**config.mk**
```make
export PLATFORM = sky130hd
export DESIGN_NAME = mux4_rr_sched
export DESIGN_NICKNAME = d
export VERILOG_FILES = /design/src/rtl/mux4_rr_sched.sv
export SDC_FILE = /design/constraint.sdc
export NUM_CORES = 1
export LEC_CHECK = 0
export ABC_CLOCK_PERIOD_IN_PS = 3300
export BUFFER_PORTS_ARGS = -buffer_cell sky130_fd_sc_hd__buf_2
export CAP_MARGIN = 20
export CELL_PAD_IN_SITES_DETAIL_PLACEMENT = 1
export CELL_PAD_IN_SITES_GLOBAL_PLACEMENT = 2
export CORE_AREA = 2 2 58 74
export CTS_BUF_LIST = sky130_fd_sc_hd__clkbuf_2
export DETAILED_ROUTE_END_ITERATION = 16
export DIE_AREA = 0 0 60 76
export GPL_ROUTABILITY_DRIVEN = 1
export GPL_TIMING_DRIVEN = 0
export HOLD_SLACK_MARGIN = 0.06
export PLACE_DENSITY = 0.94
export SETUP_SLACK_MARGIN = 0.1
export SYNTH_ARGS = -nofsm -noshare
export SYNTH_HDL_FRONTEND = slang
export SYNTH_SLANG_ARGS = --single-unit
```
**constraint.sdc**
```tcl
create_clock -name clk -period 3.3 [get_ports clk]
set_input_delay 0.66 -clock clk [delete_from_list [all_inputs] [get_ports clk]]
set_output_delay 0.66 -clock clk [all_outputs]
set_load 0.01 [all_outputs]
```
**src/rtl/mux4_rr_sched.sv**
```systemverilog
// mux4_rr_sched: round-robin scheduler sharing one 4:1 mux among four requesters,
// with registered selects/grant and a per-grant beat limit of MAX_HOLD.
module mux4_rr_sched #(
  parameter int DW       = 8,
  parameter int MAX_HOLD = 4
) (
  input  logic          clk,
  input  logic          rst_n,
  input  logic [3:0]    req,
  input  logic [DW-1:0] a,
  input  logic [DW-1:0] b,
  input  logic [DW-1:0] c,
  input  logic [DW-1:0] d,
  output logic [3:0]    gnt,
  output logic          s1,
  output logic          s0,
  output logic [DW-1:0] dout,
  output logic          dout_valid,
  input  logic          dout_ready
);
  typedef enum logic {IDLE, GRANT} state_t;
  state_t     state_q, state_d;
  logic [1:0] ptr_q, ptr_d, sel_q, sel_d, nxt, pick;
  logic [3:0] gnt_q, gnt_d, hold_q, hold_d;
  logic       xfer, rel;
  // Lowest offset from p wins, so iterate from the farthest offset down.
  function automatic logic [1:0] rr_pick(input logic [1:0] p, input logic [3:0] r);
    rr_pick = p;
    for (int i = 3; i >= 0; i--)
      if (r[p + 2'(i)]) rr_pick = p + 2'(i);
  endfunction
  assign nxt        = sel_q + 2'd1;
  assign pick       = rr_pick(state_q == IDLE ? ptr_q : nxt, req);
  assign gnt        = gnt_q;
  assign {s1, s0}   = sel_q;
  assign dout       = sel_q == 2'd0 ? a : sel_q == 2'd1 ? b : sel_q == 2'd2 ? c : d;
  assign dout_valid = |gnt_q & req[sel_q];
  assign xfer       = dout_valid & dout_ready;
  assign rel        = ~req[sel_q] | (xfer & hold_q == 4'(MAX_HOLD - 1));
  always_comb begin
    state_d = state_q;
    ptr_d   = ptr_q;
    sel_d   = sel_q;
    gnt_d   = gnt_q;
    hold_d  = hold_q;
    if (state_q == IDLE) begin
      if (|req) begin
        state_d = GRANT;
        sel_d   = pick;
        gnt_d   = 4'b1 << pick;
        hold_d  = '0;
      end
    end else if (rel) begin
      // Re-arbitrate on the release edge itself; selects freeze when going idle.
      ptr_d   = nxt;
      hold_d  = '0;
      state_d = |req ? GRANT : IDLE;
      sel_d   = |req ? pick : sel_q;
      gnt_d   = |req ? 4'b1 << pick : 4'b0;
    end else if (xfer) begin
      hold_d  = hold_q + 4'd1;
    end
  end
  always_ff @(posedge clk or negedge rst_n) begin
    if (!rst_n) begin
      state_q <= IDLE;
      ptr_q   <= '0;
      sel_q   <= '0;
      gnt_q   <= '0;
      hold_q  <= '0;
    end else begin
      state_q <= state_d;
      ptr_q   <= ptr_d;
      sel_q   <= sel_d;
      gnt_q   <= gnt_d;
      hold_q  <= hold_d;
    end
  end
endmodule

```
==> results.yml, run 1 <==
outcome:
  status: "complete, no violations"
yosys:
  yosysWarnings: 0
  yosysMostFrequentCell: "nand2_1"
  syn_nets: 162
  synthArstFlopShare_pct: 100
  synth_top_area_cell: "dfrtp_1"
  synth.distinct_cells: 39
  yosys-top-cells-area: "dfrtp_1, mux2i_1, nand2_1, o21ai_0, a21oi_1"
  synth-main-ff-cell: "dfrtp_1"
  synthCells: 119
  ys_seq_area_share_pct: 31.9
  synthesis.area_um2: 1020
  synth_edf_count: 0
  ys_seq_elements: 13
  ys_top_cells_by_count: "nand2_1, dfrtp_1, nor2_1"
  netlist.area_leader.share_pct: 31.9
  synth.avg_cell_area_um2: 8.56
clock_network:
  path_clk_slew_ns: 0.12
  cts_tree: "yes"
  cts-resized-gates: 0
  cts_made_buffers: 3
  cts_setup_buffers: 0
  cts_root_buffer: "clkbuf_2"
  cts_htree_levels: 1
  hold_buffers: 0
  clk_latency_ns: 0.27
  cts_num_sinks: 13
  clockBufferDepth: 2
drt:
  drc: 0
  wl_um: 2870
  first_pass_iters: 2
  routed-via-count: 1134
  first_iter_violations: 42
  wl_per_cell_um: 12.3
  ant_nets: 0
  vias_per_cell: 4.89
layout:
  antennaDiodeCount: 0
  stdcell_count: 232
  drive_gt1_share_pct: 36.4
  final_cell_area_um2: 1370
  syn_to_final_growth_pct: 34.9
  fin_util_pct: 34.9
  nFillCells: 500
  layout.nets: 220
global_route:
  grt_max_degree: 14
  grtUsageTotal_pct: 12.8
  grt_pass1_vias: 1074
  grt_antenna_before_repair: 0
  grt_pass1_wl_um: 4680
  grt_overflow_total: 0
timing:
  rsz0062_at_grt: "false"
  final_max_slew_viol_count: 0
  tns_ns: 0
  finClkSkew_ns: 0.00136
  relSlewSlack_pct: 60.7
  fin_ws_ns: 0.481
  fmax_mhz: 355
  setup_viol_count_final: 0
  hold_violations: 0
  min_period_ns: 2.82
  worst_pin_slew_ns: 0.590
  period_share_pct: 85.4
worst_setup_path:
  crit_start: "sel_q[0]"
  crit_arrival_ns: 2.16
  worstPathCellList: "inv_1, ha_1, clkbuf_1, mux2i_1, nor2_1, a21oi_1, o21ai_0, buf_2"
  crit_required_ns: 2.64
  r2r-start: "sel_q[1]"
  worst-setup-path-type: "flip-flop to primary output"
  crit_slowest_cell: "dfrtp_1"
  start_kind: "flip-flop"
  crit_path_max_fanout: 8
  max_stage_delay_ns: 0.49
  crit_path_end_kind: "primary output"
placement:
  dp_cells: 228
  dp_hpwl_um: 2360
  dpl_worst_slack_ns: 0.740
  place.gp.congestion: 0.702
  io_buffer_count: 53
  dpl_cell_area_um2: 1350
pwr:
  clkPwrFrac_pct: 7.6
  internal_power_uw: 573
  combPwrFrac_pct: 67.9
  p_leak_nw: 0.681
  powerDensity_nw_per_um2: 805
  p_switching_uw: 532
  swShare_pct: 48.2
  max-vdd-ir-drop_uv: 357
  power_frac_seq_pct: 24.5
hold_path:
  hp-class: "input pin to asynchronous set/reset pin"
die:
  die_x_um: 60
  core_um2: 3940
  pin_count: 54
  dieArea_um2: 4560
  die_h_um: 76
  rows: 26
  start_util_pct: 25.9
run:
  drv_cap: 0
worst max-delay path: cells and delay by family (launching register included):
kind	cells	cell delay (ns)
compound gates	2	0.18
fa+ha+maj	1	0.14
buf+inv	3	0.71
flops	1	0.49
mux	1	0.30
simple gates	1	0.06
per-stage QoR:
stage | total power, mW | hold slack (ns)
2_1_floorplan | 0.780 | 0.364
3_3_place_gp | 1.03 | 0.477
3_5_place_dp | 1.04 | 0.476
4_1_cts | 1.13 | 0.239
5_1_grt | 1.22 | 0.212
6_report | 1.11 | 0.247
power by group through the flow:
stage / Clock, mW / Sequential (mW) / Combinational [mW]
floorplan: 0 / 0.271 / 0.510
global placement: 0 / 0.274 / 0.754
detailed placement: 0 / 0.276 / 0.762
CTS: 0.0873 / 0.272 / 0.768
global route: 0.0981 / 0.283 / 0.842
finish: 0.0835 / 0.271 / 0.751
flip-flops by register name, summed over array words and instances (netlist names):
signal,count
sel_q,2
ptr_q,2
hold_q,4
gnt,4
state_q,1
cell families (layout without fill, tap and decap cells):
logic type,Yosys count,after routing,synth area share [%]
fa+ha+maj,4,4,4.91
flops,13,13,31.9
xor+xnor,2,2,1.72
compound gates,38,38,24.0
buf+inv,7,64,2.58
mux,13,13,14.7
simple gates,42,42,20.1
layout by cell type (no fill, tap or decap), types with 3 or more instances in the layout:
cell type	synthesis	routed
nand2_1	16	16
clkbuf_1	3	3
nor2_1	12	12
mux2i_1	9	9
buf_2	0	53
a21oi_1	10	10
ha_1	4	4
inv_1	3	3
o21ai_0	11	11
clkbuf_2	0	4
dfrtp_1	13	13
final cells by class:
cell class | count | area [um^2] | area share [%]
Buffer | 4 | 15.0 | 1.09
Clock buffer | 4 | 20.0 | 1.46
Multi-Input combinational cell | 99 | 667 | 48.5
Sequential cell | 13 | 325 | 23.7
Tap cell | 56 | 70.1 | 5.10
Inverter | 3 | 11.3 | 0.820
Timing Repair Buffer | 53 | 265 | 19.3
per-layer routing:
layer | up-vias | part of all wire [%] | track usage (%)
met5 | - | 0 | 0
li1 | 554 | - | -
met3 | 2 | 11 | 3.40
met2 | 50 | 48 | 22.8
met4 | 0 | 0.73 | 4.44
met1 | 528 | 41 | 13.9
final timing paths:
kind | end | slack [ns] | depth (start not counted)
max | dout[4] | 0.48 | 8
min | gnt[3] | 0.25 | 1
max reg2reg | gnt[0] | 1.12 | 7
min reg2reg | ptr_q[0] | 0.50 | 2
max in group asynchronous | hold_q[0] | 2.83 | 1
min in group clk | ptr_q[0] | 0.50 | 2
Note: power is estimated with default switching activity, not from simulation.
==> run 2, diff against run 1 <==
--- a/config.mk
+++ b/config.mk
@@ -6,18 +6,18 @@
 export NUM_CORES = 1
 export LEC_CHECK = 0
 export ABC_CLOCK_PERIOD_IN_PS = 3300
-export BUFFER_PORTS_ARGS = -buffer_cell sky130_fd_sc_hd__buf_2
 export CAP_MARGIN = 20
 export CELL_PAD_IN_SITES_DETAIL_PLACEMENT = 1
 export CELL_PAD_IN_SITES_GLOBAL_PLACEMENT = 2
-export CORE_AREA = 2 2 58 74
+export CORE_AREA = 2 2 56 71
 export CTS_BUF_LIST = sky130_fd_sc_hd__clkbuf_2
 export DETAILED_ROUTE_END_ITERATION = 16
-export DIE_AREA = 0 0 60 76
+export DIE_AREA = 0 0 58 73
+export DONT_BUFFER_PORTS = 1
 export GPL_ROUTABILITY_DRIVEN = 1
 export GPL_TIMING_DRIVEN = 0
 export HOLD_SLACK_MARGIN = 0.06
-export PLACE_DENSITY = 0.94
+export PLACE_DENSITY_LB_ADDON = 0.1
 export SETUP_SLACK_MARGIN = 0.1
 export SYNTH_ARGS = -nofsm -noshare
 export SYNTH_HDL_FRONTEND = slang
==> run 2 against run 1 <==
  * Register-to-register slack got worse by 0.09 ns
  * Clock skew increased by 0.0020 ns
  * Sequential share of layout area increased by 5.9 points
  * Worst setup slack got worse by 0.023 ns
  * Sequential power increased by 6%
  * Largest cell class unchanged
  * Largest power group unchanged
==> results.yml, run 2 (synthesis gave the netlist of run 1 again) <==
clock_network:
  cts_made_buffers: 3
  clk_latency_ns: 0.26
  cts-resized-gates: 0
  path_clk_slew_ns: 0.12
  cts_tree: "yes"
  clockBufferDepth: 2
  cts_htree_levels: 1
  cts_num_sinks: 13
  cts_root_buffer: "clkbuf_2"
placement:
  dpl_worst_slack_ns: 0.733
  io_buffer_count: 0
  place.gp.congestion: 0.766
  dp_hpwl_um: 2140
  dpl_cell_area_um2: 1070
timing:
  period_share_pct: 86.1
  worst_pin_slew_ns: 0.585
  fmax_mhz: 352
  hold_violations: 0
  final_max_slew_viol_count: 0
  hold_ws_ns: 0.510
  fin_ws_ns: 0.457
  min_period_ns: 2.84
  setup_viol_count_final: 0
  relSlewSlack_pct: 61.0
  tns_ns: 0
  finClkSkew_ns: 0.00339
  rsz0062_at_grt: "false"
worst_setup_path:
  crit_path_max_fanout: 8
  crit_required_ns: 2.64
  r2r-start: "sel_q[0]"
  worst-setup-path-type: "flip-flop to primary output"
  crit_arrival_ns: 2.18
  rrSetupSlack_ns: 1.03
  crit_start: "sel_q[0]"
  rr_worst_depth: 7
  r2r_end: "gnt[0]"
  crit_path_end_kind: "primary output"
  start_kind: "flip-flop"
pwr:
  p_switching_uw: 501
  p_leak_nw: 0.469
  powerDensity_nw_per_um2: 901
  max-vdd-ir-drop_uv: 350
  power_frac_seq_pct: 29.0
  clkPwrFrac_pct: 8.2
  swShare_pct: 50.7
  internal_power_uw: 488
  combPwrFrac_pct: 62.9
  finalPower_uw: 989
layout:
  drive_gt1_share_pct: 8.87
  final_common_cell: "nand2_1"
  final_cell_mix: "nand2_1, dfrtp_1, nor2_1, o21ai_0, a21oi_1"
  final_cell_area_um2: 1100
  antennaDiodeCount: 0
  layout.nets: 168
  syn_to_final_growth_pct: 7.86
global_route:
  grtUsageTotal_pct: 12.6
  grt_antenna_before_repair: 0
  grt_pass1_wl_um: 4220
  grt_max_degree: 14
  grt_pass1_vias: 955
  grt_overflow_total: 0
outcome:
  status: "complete, no violations"
die:
  start_util_pct: 28.1
  die_h_um: 73
  rows: 25
  pin_count: 54
  dieArea_um2: 4230
  core_um2: 3630
  die_x_um: 58
drt:
  wl_um: 2620
  wl_per_cell_um: 16.0
  drc: 0
  first_iter_violations: 36
  ant_nets: 0
  routed-via-count: 928
  vias_per_cell: 5.66
  first_pass_iters: 4
hold_path:
  hold_start: "ptr_q[0]"
  hp-class: "flip-flop to flip-flop"
  hold_depth: 2
  worstHoldEndpoint: "ptr_q[0]"
run:
  drv_cap: 0
run 2: cell type report:
cell class / count / area, um^2
inverter: 3 / 11.3
timing repair buffer: 1 / 10.0
buffer: 4 / 15.0
fill: 444 / 2530
clock buffer: 4 / 20.0
sequential: 13 / 325
multi-input combinational: 99 / 667
tap: 40 / 50.0
run 2: metrics by stage:
stage          std cells  util (%)
3_5_place_dp         159      29.4
6_report             164      30.3
2_1_floorplan        119         -
5_1_grt              164      30.3
3_3_place_gp         159      29.4
4_1_cts              164      30.3
run 2: critical path, stage by stage, from the launching register on:
cell	delay, ns
dfrtp_1	0.52
inv_1	0.12
ha_1	0.14
clkbuf_1	0.46
mux2i_1	0.16
nor2_1	0.12
a21oi_1	0.05
o21ai_0	0.35
run 2: per-layer routing:
| layer | vias to the layer above | global-route usage [%] | wire length, um |
|---|---|---|---|
| met5 | - | 0 | 0 |
| met4 | 0 | 4.13 | 13 |
| met3 | 2 | 2.66 | 273 |
| met2 | 46 | 23.4 | 1350 |
| met1 | 429 | 14.0 | 985 |
| li1 | 451 | - | - |
run 2: worst max path at each step:
| stage | endpoint | cells past startpoint |
|---|---|---|
| final | dout[0] | 7 |
| after CTS | dout[0] | 7 |
| after global routing | dout[4] | 6 |
| after floorplan | dout[5] | 7 |
| after global placement | dout[0] | 5 |
| after detailed placement | dout[0] | 7 |
run 2: power by group through the flow:
stage	combinational, mW	clock (mW)	sequential [mW]
final	0.622	0.0807	0.287
after detailed placement	0.628	0	0.292
after floorplan	0.510	0	0.271
after global routing	0.705	0.0923	0.296
after CTS	0.635	0.0868	0.289
after global placement	0.615	0	0.291
run 2: what timing repair did:
action / in CTS / in global routing
hold endpoints to repair: 13 / 0
hold buffers: 1 / 0
buffers inserted: 0 / 0
